$ cat src/rtl/video_stream_monitor_pkg.sv
// Shared types and constants for the video stream monitor: pause FSM state
// encoding and the bit positions of the sticky error flags.
package video_stream_monitor_pkg;

  typedef enum logic {
    ST_RUN   = 1'b0,
    ST_PAUSE = 1'b1
  } pause_state_e;

  localparam int unsigned ERR_EOL_EARLY   = 0;
  localparam int unsigned ERR_EOL_LATE    = 1;
  localparam int unsigned ERR_SOF_MIDLINE = 2;

endpackage

$ cat src/rtl/video_stream_monitor_pause_injector.sv
// vsm_pause_injector: after every PAUSE_PERIOD accepted beats, optionally
// stalls the stream for exactly PAUSE_LEN clock cycles.
module vsm_pause_injector
  import video_stream_monitor_pkg::*;
#(
  parameter int unsigned PAUSE_PERIOD = 1000000,
  parameter int unsigned PAUSE_LEN    = 20
) (
  input  logic clk_i,
  input  logic rst_ni,
  input  logic beat_i,
  input  logic pause_enable_i,
  output logic pause_active_o
);

  localparam int unsigned BW = (PAUSE_PERIOD > 1) ? $clog2(PAUSE_PERIOD) : 1;
  localparam int unsigned LW = (PAUSE_LEN > 1) ? $clog2(PAUSE_LEN) : 1;
  localparam logic [BW-1:0] BEAT_LAST = BW'(PAUSE_PERIOD - 1);
  localparam logic [LW-1:0] PLEN_LAST = LW'(PAUSE_LEN - 1);

  pause_state_e  state_q, state_d;
  logic [BW-1:0] beat_q, beat_d;
  logic [LW-1:0] plen_q, plen_d;
  logic          pause_q;

  always_comb begin
    state_d = state_q;
    beat_d  = beat_q;
    plen_d  = plen_q;
    case (state_q)
      ST_RUN: begin
        plen_d = '0;
        if (beat_i) begin
          if (beat_q == BEAT_LAST) begin
            beat_d = '0;
            if (pause_enable_i && (PAUSE_LEN > 0)) begin
              state_d = ST_PAUSE;
            end else begin
              state_d = ST_RUN;
            end
          end else begin
            beat_d = beat_q + BW'(1);
          end
        end else begin
          beat_d = beat_q;
        end
      end
      // pause_enable is not looked at here, so a running pause always completes
      ST_PAUSE: begin
        if (plen_q == PLEN_LAST) begin
          state_d = ST_RUN;
          plen_d  = '0;
        end else begin
          plen_d = plen_q + LW'(1);
        end
      end
      default: begin
        state_d = ST_RUN;
        plen_d  = '0;
      end
    endcase
  end

  always_ff @(posedge clk_i or negedge rst_ni) begin
    if (!rst_ni) begin
      state_q <= ST_RUN;
      beat_q  <= '0;
      plen_q  <= '0;
      pause_q <= 1'b0;
    end else begin
      state_q <= state_d;
      beat_q  <= beat_d;
      plen_q  <= plen_d;
      pause_q <= (state_d == ST_PAUSE);
    end
  end

  assign pause_active_o = pause_q;

endmodule

$ cat src/rtl/video_stream_monitor.sv
// Transparent AXI4-Stream video monitor: line/frame statistics, line-length and
// SOF checks, and optional pause injection (enabled by VSM_PAUSE_INJECT_EN).
module video_stream_monitor
  import video_stream_monitor_pkg::*;
#(
  parameter int unsigned DATA_W       = 96,
  parameter int unsigned LINE_W       = 12,
  parameter int unsigned CNT_W        = 30,
  parameter int unsigned PAUSE_PERIOD = 1000000,
  parameter int unsigned PAUSE_LEN    = 20
) (
  input  logic              s_axis_video_aclk,
  input  logic              s_axis_video_aresetn,
  input  logic [DATA_W-1:0] s_axis_video_tdata,
  input  logic              s_axis_video_tlast,
  input  logic              s_axis_video_tuser,
  input  logic              s_axis_video_tvalid,
  output logic              s_axis_video_tready,
  output logic [DATA_W-1:0] m_axis_video_tdata,
  output logic              m_axis_video_tlast,
  output logic              m_axis_video_tuser,
  output logic              m_axis_video_tvalid,
  input  logic              m_axis_video_tready,
  input  logic              pause_enable,
  input  logic [LINE_W-1:0] cfg_line_len,
  input  logic              err_clr,
  output logic              pause_active,
  output logic [LINE_W-1:0] line_len,
  output logic [LINE_W-1:0] frame_lines,
  output logic [CNT_W-1:0]  frame_ticks,
  output logic [CNT_W-1:0]  frame_pixels,
  output logic [2:0]        err
);

  function automatic logic [CNT_W-1:0] sat_cnt(input logic [CNT_W-1:0] v);
    return (&v) ? v : v + CNT_W'(1);
  endfunction

  function automatic logic [LINE_W-1:0] sat_line(input logic [LINE_W-1:0] v);
    return (&v) ? v : v + LINE_W'(1);
  endfunction

  logic beat_s;
  logic pause_s;

`ifdef VSM_PAUSE_INJECT_EN
  vsm_pause_injector #(
    .PAUSE_PERIOD (PAUSE_PERIOD),
    .PAUSE_LEN    (PAUSE_LEN)
  ) u_pause (
    .clk_i          (s_axis_video_aclk),
    .rst_ni         (s_axis_video_aresetn),
    .beat_i         (beat_s),
    .pause_enable_i (pause_enable),
    .pause_active_o (pause_s)
  );
`else
  logic            unused_pause_enable;
  localparam int unsigned UNUSED_PAUSE_CFG = PAUSE_PERIOD + PAUSE_LEN;
  assign unused_pause_enable = pause_enable;
  assign pause_s             = 1'b0;
`endif

  assign m_axis_video_tdata  = s_axis_video_tdata;
  assign m_axis_video_tlast  = s_axis_video_tlast;
  assign m_axis_video_tuser  = s_axis_video_tuser;
  assign m_axis_video_tvalid = s_axis_video_tvalid & ~pause_s;
  assign s_axis_video_tready = m_axis_video_tready & ~pause_s;
  assign beat_s              = m_axis_video_tvalid & m_axis_video_tready;
  assign pause_active        = pause_s;

  logic [CNT_W-1:0]  tick_q, tick_d, pix_q, pix_d;
  logic [CNT_W-1:0]  f_ticks_q, f_ticks_d, f_pix_q, f_pix_d;
  logic [LINE_W-1:0] col_q, col_d, line_q, line_d, line_base_s;
  logic [LINE_W-1:0] line_len_q, line_len_d, f_lines_q, f_lines_d;
  logic [LINE_W:0]   col_p1_s;
  logic [2:0]        err_q, err_d, err_set_s;

  assign col_p1_s = {1'b0, col_q} + (LINE_W + 1)'(1);

  always_comb begin
    tick_d      = sat_cnt(tick_q);
    pix_d       = pix_q;
    col_d       = col_q;
    line_d      = line_q;
    line_base_s = line_q;
    line_len_d  = line_len_q;
    f_lines_d   = f_lines_q;
    f_ticks_d   = f_ticks_q;
    f_pix_d     = f_pix_q;
    err_set_s   = 3'b000;
    if (beat_s) begin
      if (s_axis_video_tuser) begin
        f_pix_d     = pix_q;
        pix_d       = CNT_W'(1);
        f_lines_d   = line_q;
        line_base_s = '0;
        f_ticks_d   = tick_q;
        tick_d      = CNT_W'(1);
        err_set_s[ERR_SOF_MIDLINE] = (col_q != '0);
      end else begin
        pix_d       = sat_cnt(pix_q);
        line_base_s = line_q;
      end
      // a line that ends on the SOF beat is counted as the new frame's first line
      if (s_axis_video_tlast) begin
        line_len_d = sat_line(col_q);
        col_d      = '0;
        line_d     = sat_line(line_base_s);
      end else begin
        col_d      = sat_line(col_q);
        line_d     = line_base_s;
      end
      if (cfg_line_len != '0) begin
        err_set_s[ERR_EOL_EARLY] = s_axis_video_tlast && (col_p1_s < {1'b0, cfg_line_len});
        err_set_s[ERR_EOL_LATE]  = !s_axis_video_tlast && (col_p1_s == {1'b0, cfg_line_len});
      end else begin
        err_set_s[ERR_EOL_EARLY] = 1'b0;
        err_set_s[ERR_EOL_LATE]  = 1'b0;
      end
    end else begin
      err_set_s = 3'b000;
    end
    err_d = (err_clr ? 3'b000 : err_q) | err_set_s;
  end

  always_ff @(posedge s_axis_video_aclk or negedge s_axis_video_aresetn) begin
    if (!s_axis_video_aresetn) begin
      tick_q     <= '0;
      pix_q      <= '0;
      col_q      <= '0;
      line_q     <= '0;
      line_len_q <= '0;
      f_lines_q  <= '0;
      f_ticks_q  <= '0;
      f_pix_q    <= '0;
      err_q      <= 3'b000;
    end else begin
      tick_q     <= tick_d;
      pix_q      <= pix_d;
      col_q      <= col_d;
      line_q     <= line_d;
      line_len_q <= line_len_d;
      f_lines_q  <= f_lines_d;
      f_ticks_q  <= f_ticks_d;
      f_pix_q    <= f_pix_d;
      err_q      <= err_d;
    end
  end

  assign line_len     = line_len_q;
  assign frame_lines  = f_lines_q;
  assign frame_ticks  = f_ticks_q;
  assign frame_pixels = f_pix_q;
  assign err          = err_q;

endmodule

$ cat config.mk
export PLATFORM = sky130hd
export DESIGN_NAME = video_stream_monitor
export DESIGN_NICKNAME = d
export VERILOG_FILES = /design/src/rtl/video_stream_monitor_pkg.sv /design/src/rtl/video_stream_monitor_pause_injector.sv /design/src/rtl/video_stream_monitor.sv
export SDC_FILE = /design/constraint.sdc
export NUM_CORES = 1
export LEC_CHECK = 0
export ABC_AREA = 0
export CAP_MARGIN = 15
export CORE_ASPECT_RATIO = 1.4
export CORE_MARGIN = 2
export CORE_UTILIZATION = 50
export DETAILED_ROUTE_END_ITERATION = 16
export PLACE_DENSITY = 0.87
export SKIP_LAST_GASP = 1
export SLEW_MARGIN = 20
export SYNTH_ARGS = -nofsm -noshare
export SYNTH_HDL_FRONTEND = slang
export SYNTH_SLANG_ARGS = --single-unit
$ cat constraint.sdc
create_clock -name s_axis_video_aclk -period 5.2 [get_ports s_axis_video_aclk]
set_input_delay 0.52 -clock s_axis_video_aclk [delete_from_list [all_inputs] [get_ports s_axis_video_aclk]]
set_output_delay 0.52 -clock s_axis_video_aclk [all_outputs]
set_load 0.03 [all_outputs]
==> metrics, run 1 <==
DRT iter0 DRCs 584; WP data required 5.57 ns; Die Wd 118 µm; Final Util 0.571; flops & latches, synth between 150 and 200; aggregate routed wire length a little over 20,000 µm; Site Rows 58; largest cells by area after synthesis dfrtp_1 (47%), nand2_1 (11%), buf_4 (8.3%), xnor2_1 (3.3%), o21ai_0 (2.6%); initial antenna violation count 0; busiest grt layer met2; PortBufs between 100 and 150; CTS tree yes; Crit path top cell by count ha_1; Post-Syn Area ~9100 µm²; Avg Cell Area, Syn 8.81 µm²; HP Class in2async; Vias/cell roughly 5.7; met1 Use GR 0.253; Clock transition at path regs 0.07 ns; first-pass GRT wire length roughly 34,000 µm; largest net degree at the start of global routing 102; sequential share of the synthesized area 0.468; Critical Path Sink Type flip-flop; Initial Utilization 0.510; met2 Usage GRT 0.374; Tightest Pin Transition 1.05 ns; Antenna Violating Nets Remaining 0; TritonCTS Buffers 17; ys async rst share 1.00; syn_nets 1,170; Crit-path slowest cell dfrtp_1; wire per inst 16.3 µm; Post-synth EDFFs 0; DRC Markers 0; count leader, synth nand2_1; Final TNS setup 0 ns; final setup fails 0; outcome complete, no violations; VDD IR max approximately 0.00022 V; worst-path maximum fanout 6; clock buffer depth 2; DR vias 7,237; Synth area leader dfrtp_1; I/O pin total 304; most instantiated cells after synthesis nand2_1 (264), dfrtp_1 (171), buf_4 (101), nor2_1 (52), clkbuf_1 (48); Fin. Hold Viols 0; router iterations before antenna repair 5; total grt overflow 0; Setup Buffers After CTS 0; Worst EP arrival 3.31 ns; RR Startpoint col_q[0]; Tcrit/Tclk final 0.567; Main synth FF type dfrtp_1; Nets approximately 1,100; Max Slew Vio Count 0; RSZ-0062 raised after global routing false; # fillers roughly 1,600; slowest stage delay, CP ~0.46 ns; Leak 0.00464 µW; crit path time final around 2.9 ns; library cells used by synthesis 60; Post-Synthesis Cells 1,037; pwr dens ~320 nW/µm²; # H-tree levels 4; Rel. slew slack 0.297; clk sink count between 150 and 200; share of cells above drive strength 1 0.0535; vias in the first global route 7,197; Crit path max-delay family simple AND/OR/NAND/NOR gates; Hold Buf Count CTS 0; MaxCap Viol Count 0; die area between 15,000 and 20,000 µm²; Synth Warn # 0; Area Growth Syn to Fin 12.0%; Startpoint Class flip-flop; worst skew pair latency 0.44 ns; crit-path cells ha_1 > nand2_1 > or3_1 > xnor2_1 > ha_1 > and4_1 > a221o_1 > o21ai_0 > a41o_1; die height 164 µm; Worst Clk Skew 0.0108 ns; CTS root buffer clkbuf_16; Fmax 339 MHz; met3 Usage GRT 0.0542; critical path depth 9; post-CTS sizing 0; CP Buf/Inv Count 0; Tot GR Track Use 0.218; footprint of the multi-input gates between 3000 and 4000 µm²; area share of the largest cell type after synthesis 0.468; WS Path Type reg2reg; Setup crit start col_q[0]; depth of the worst register-to-register path 9; HPWL Detailed 14,000 µm; GPL Wtd Cong 0.928; register area 4280 µm²; antenna diode count 0; floorplan core area about 18,000 µm²
==> cells in the final DEF (no fill, tap or decap), types with 6 or more instances in the layout <==
master and instances:
xor2_1 7, dfrtp_1 171, and2_1 7, clkbuf_16 17, or3_1 11, nand3_1 29
a211oi_1 7, nand4_1 19, inv_1 25, a2111oi_0 10, clkdlybuf4s50_1 108, and4_1 12
or4_1 12, o31ai_1 11, and3_1 13, nand2_1 263, a31oi_1 12, xnor2_1 34
o21ai_0 47, nor2_1 52, buf_4 6, nor4_1 19, ha_1 17, a21oi_1 36
==> state kept, by name, indices dropped and copies added, names as in the netlist <==
name,flops
frame_pixels,30
col_q,12
err,3
tick_q,30
line_q,12
frame_lines,12
line_len,12
frame_ticks,30
pix_q,30
==> area by class of cell <==
cell class              instances  share of cell area
multi-input cells             685               0.373
flip-flops and latches        171               0.418
clock inverters                14              0.0158
well taps                     240              0.0294
repair buffers                115               0.111
clock buffers                  18              0.0429
inverters                      25             0.00917
==> per-layer routing <==
metal | wire length (µm) | up-vias
met5 | 0 | -
met4 | 689 | 0
met3 | 1200 | 83
met2 | 10500 | 240
met1 | 8300 | 3510
li1 | - | 3404
==> where the power goes <==
part           switching [µW]  total, µW  leakage [µW]  internal, µW
combinational             292        475       0.00200           183
sequential               79.5       1490       0.00234          1410
clock                     561       1290      0.000295           732
total                     933       3260       0.00464          2330
==> stage by stage <==
step                      cells  power (µW)  setup WS (ns)  area [µm²]  hold slack, ns
after floorplan            1037        1920           2.73        9130           0.224
after global placement     1236        1980           1.93        9620           0.459
after detailed placement   1236        1990           1.90        9630           0.461
after CTS                  1268        3290           2.26       10200           0.159
after global routing       1268        3400           2.07       10200           0.192
final                      1268        3260           2.25       10200           0.113
==> worst paths after layout <==
path / endpoint / slack, ns
min in group s_axis_video_aclk: frame_ticks[14] / 0.47
max: err[0] / 2.25
min reg2reg: frame_ticks[14] / 0.47
max reg2reg: err[0] / 2.25
min: frame_pixels[18] / 0.11
max in group asynchronous: tick_q[2] / 3.97
==> kinds of logic (layout without fill, tap and decap cells) <==
family / count (synthesis) / in the layout / synth area share
other: 1 / 1 / 0.000411
adders and majority gates: 17 / 17 / 0.0233
xor gates and xnor gates: 41 / 41 / 0.0393
AOI/OAI and AO/OA: 156 / 156 / 0.109
and+or+nand+nor: 465 / 465 / 0.236
DFF: 171 / 171 / 0.468
buffers and inverters: 181 / 172 / 0.117
muxes: 5 / 5 / 0.00562
No activity file was read; power rests on OpenSTA's default activity.
==> run 2, diff against run 1 <==
--- a/config.mk
+++ b/config.mk
@@ -9,9 +9,9 @@
 export CAP_MARGIN = 15
 export CORE_ASPECT_RATIO = 1.4
 export CORE_MARGIN = 2
-export CORE_UTILIZATION = 50
+export CORE_UTILIZATION = 47
 export DETAILED_ROUTE_END_ITERATION = 16
-export PLACE_DENSITY = 0.87
+export PLACE_DENSITY = 0.83
 export SKIP_LAST_GASP = 1
 export SLEW_MARGIN = 20
 export SYNTH_ARGS = -nofsm -noshare
==> constraint.sdc (replaced) <==
create_clock -name s_axis_video_aclk -period 2.95 [get_ports s_axis_video_aclk]
set_input_delay 0.295 -clock s_axis_video_aclk [delete_from_list [all_inputs] [get_ports s_axis_video_aclk]]
set_output_delay 0.295 -clock s_axis_video_aclk [all_outputs]
set_load 0.03 [all_outputs]
==> metrics, run 2 (synthesized netlist as in run 1, its figures left out) <==
Vias/cell 5.60; Tcrit/Tclk final 0.938; Tot GR Track Use 0.211; DRC Markers 0; share of cells above drive strength 1 0.0697; Rel. slew slack 0.405; Crit path top cell by count ha_1; Critical Path Sink Type flip-flop; clk sink count about 170; die height 169 µm; Fin. Hold Viols 0; Tightest Pin Transition 0.893 ns; Nets between 1,000 and 1,500; RSZ-0062 raised after global routing false; vias in the first global route around 7,200; Final TNS setup 0 ns; CTS tree yes; VDD IR max approximately 0.00036 V; overall power 5940 µW; Setup Buffers After CTS 0; crit path time final 2.77 ns; Design Area, Final 10,400 µm²; depth of the worst register-to-register path 9; Worst Clk Skew 0.00999 ns; WS Path Type reg2reg; DR vias 7,258; Initial Utilization 0.477; final setup fails 0; wire per inst 16.3 µm; WP data required 3.32 ns; I/O pin total 304; Antenna Violating Nets Remaining 0; Fmax 361 MHz; TritonCTS Buffers 17; Max Slew Vio Count 0; Hold Crit Depth 2; Site Rows 60; Startpoint Class flip-flop; Placed Cells incl. Taps 1,262; largest net degree at the start of global routing 96; # H-tree levels 4; Leak approximately 0.0047 µW; outcome complete, no violations; Worst EP arrival 3.13 ns; GPL Wtd Cong 0.911; # fillers 1,712; HPWL Detailed 14,600 µm; aggregate routed wire length 21,100 µm; Final Non-Filler Cells ~1,300; Area Growth Syn to Fin 14.2%; RR Startpoint col_q[0]; Die Wd ~120 µm; R2R Path End err[0]; most frequent cells in the layout nand2_1 (263), dfrtp_1 (171), clkdlybuf4s50_1 (108); worst skew pair latency 0.43 ns; hold endpoint frame_lines[5]; total grt overflow 0; Placement Cell Area just under 10,000 µm²; CTS root buffer clkbuf_16; clock buffer depth 2; PortBufs 109; MaxCap Viol Count 0; first-pass GRT wire length around 35,000 µm; initial antenna violation count 0; HP Class reg2reg; Clock transition at path regs 0.07 ns; antenna diode count 0; Crit-path slowest cell or3_1; FF-to-FF setup slack 0.18 ns; slowest stage delay, CP about 0.48 ns; crit-path cells ha_1 > nand2_1 > or3_1 > xnor2_2 > ha_1 > and4_1 > a221o_1 > o21ai_0 > a41o_1; floorplan core area 19,100 µm²; commonest non-fill, non-tap cell in the layout nand2_1; router iterations before antenna repair 5; hold_ws 0.475 ns; worst-path maximum fanout 6; worst hold start frame_lines[5]; DRT iter0 DRCs 460; die area 20,600 µm²; pwr dens 569 nW/µm²
-- run 2: worst max-delay path by stage --
stage	startpoint	endpoint	slack, ns	cells past startpoint
final	col_q[0]	err[0]	0.18	9
after global routing	col_q[0]	err[0]	0.06	9
after CTS	col_q[0]	err[0]	0.12	9
after detailed placement	col_q[0]	err[0]	0.14	9
after global placement	col_q[0]	err[0]	0.23	9
after floorplan	col_q[0]	err[0]	0.48	9
-- run 2: metal layers --
metal	track usage	part of all wire	up-vias
met2	0.346	0.49	215
met5	0	0	-
met4	0.124	0.044	0
li1	-	-	3444
met3	0.0465	0.053	76
met1	0.254	0.41	3523
-- run 2: timing repair --
| item | 4_1_cts | 5_1_grt |
|---|---|---|
| gates resized for setup | 0 | 1 |
| setup endpoints to repair | 0 | 1 |
| hold buffers | 1 | 0 |
| hold endpoints to repair | 14 | 0 |
-- run 2: per-stage QoR --
| step | utilization | worst slack [ns] |
|---|---|---|
| detailed placement | 0.510 | 0.145 |
| finish | 0.545 | 0.184 |
| floorplan | - | 0.476 |
| global route | 0.545 | 0.0592 |
| CTS | 0.545 | 0.120 |
| global placement | 0.510 | 0.229 |
-- run 2: power breakdown --
part,switching [µW],internal [µW],total (µW)
Sequential,136,2490,2630
Clock,989,1460,2450
Combinational,517,341,858
Total,1640,4300,5940
-- run 2: layout make-up --
type	instances	area [µm²]	area share
well taps	248	310	0.0297
multi-input cells	685	3810	0.365
clock buffers	18	439	0.0421
clock inverters	14	206	0.0198
flip-flops and latches	171	4280	0.410
repair buffers	134	1290	0.124
inverters	25	93.8	0.00899
-- run 2: critical path: cells and delay by family (launching register included) --
family	cells	cell delay (ns)
fa+ha+maj	2	0.60
simple gates	3	0.83
xor+xnor	1	0.18
compound gates	3	0.67
flops	1	0.44
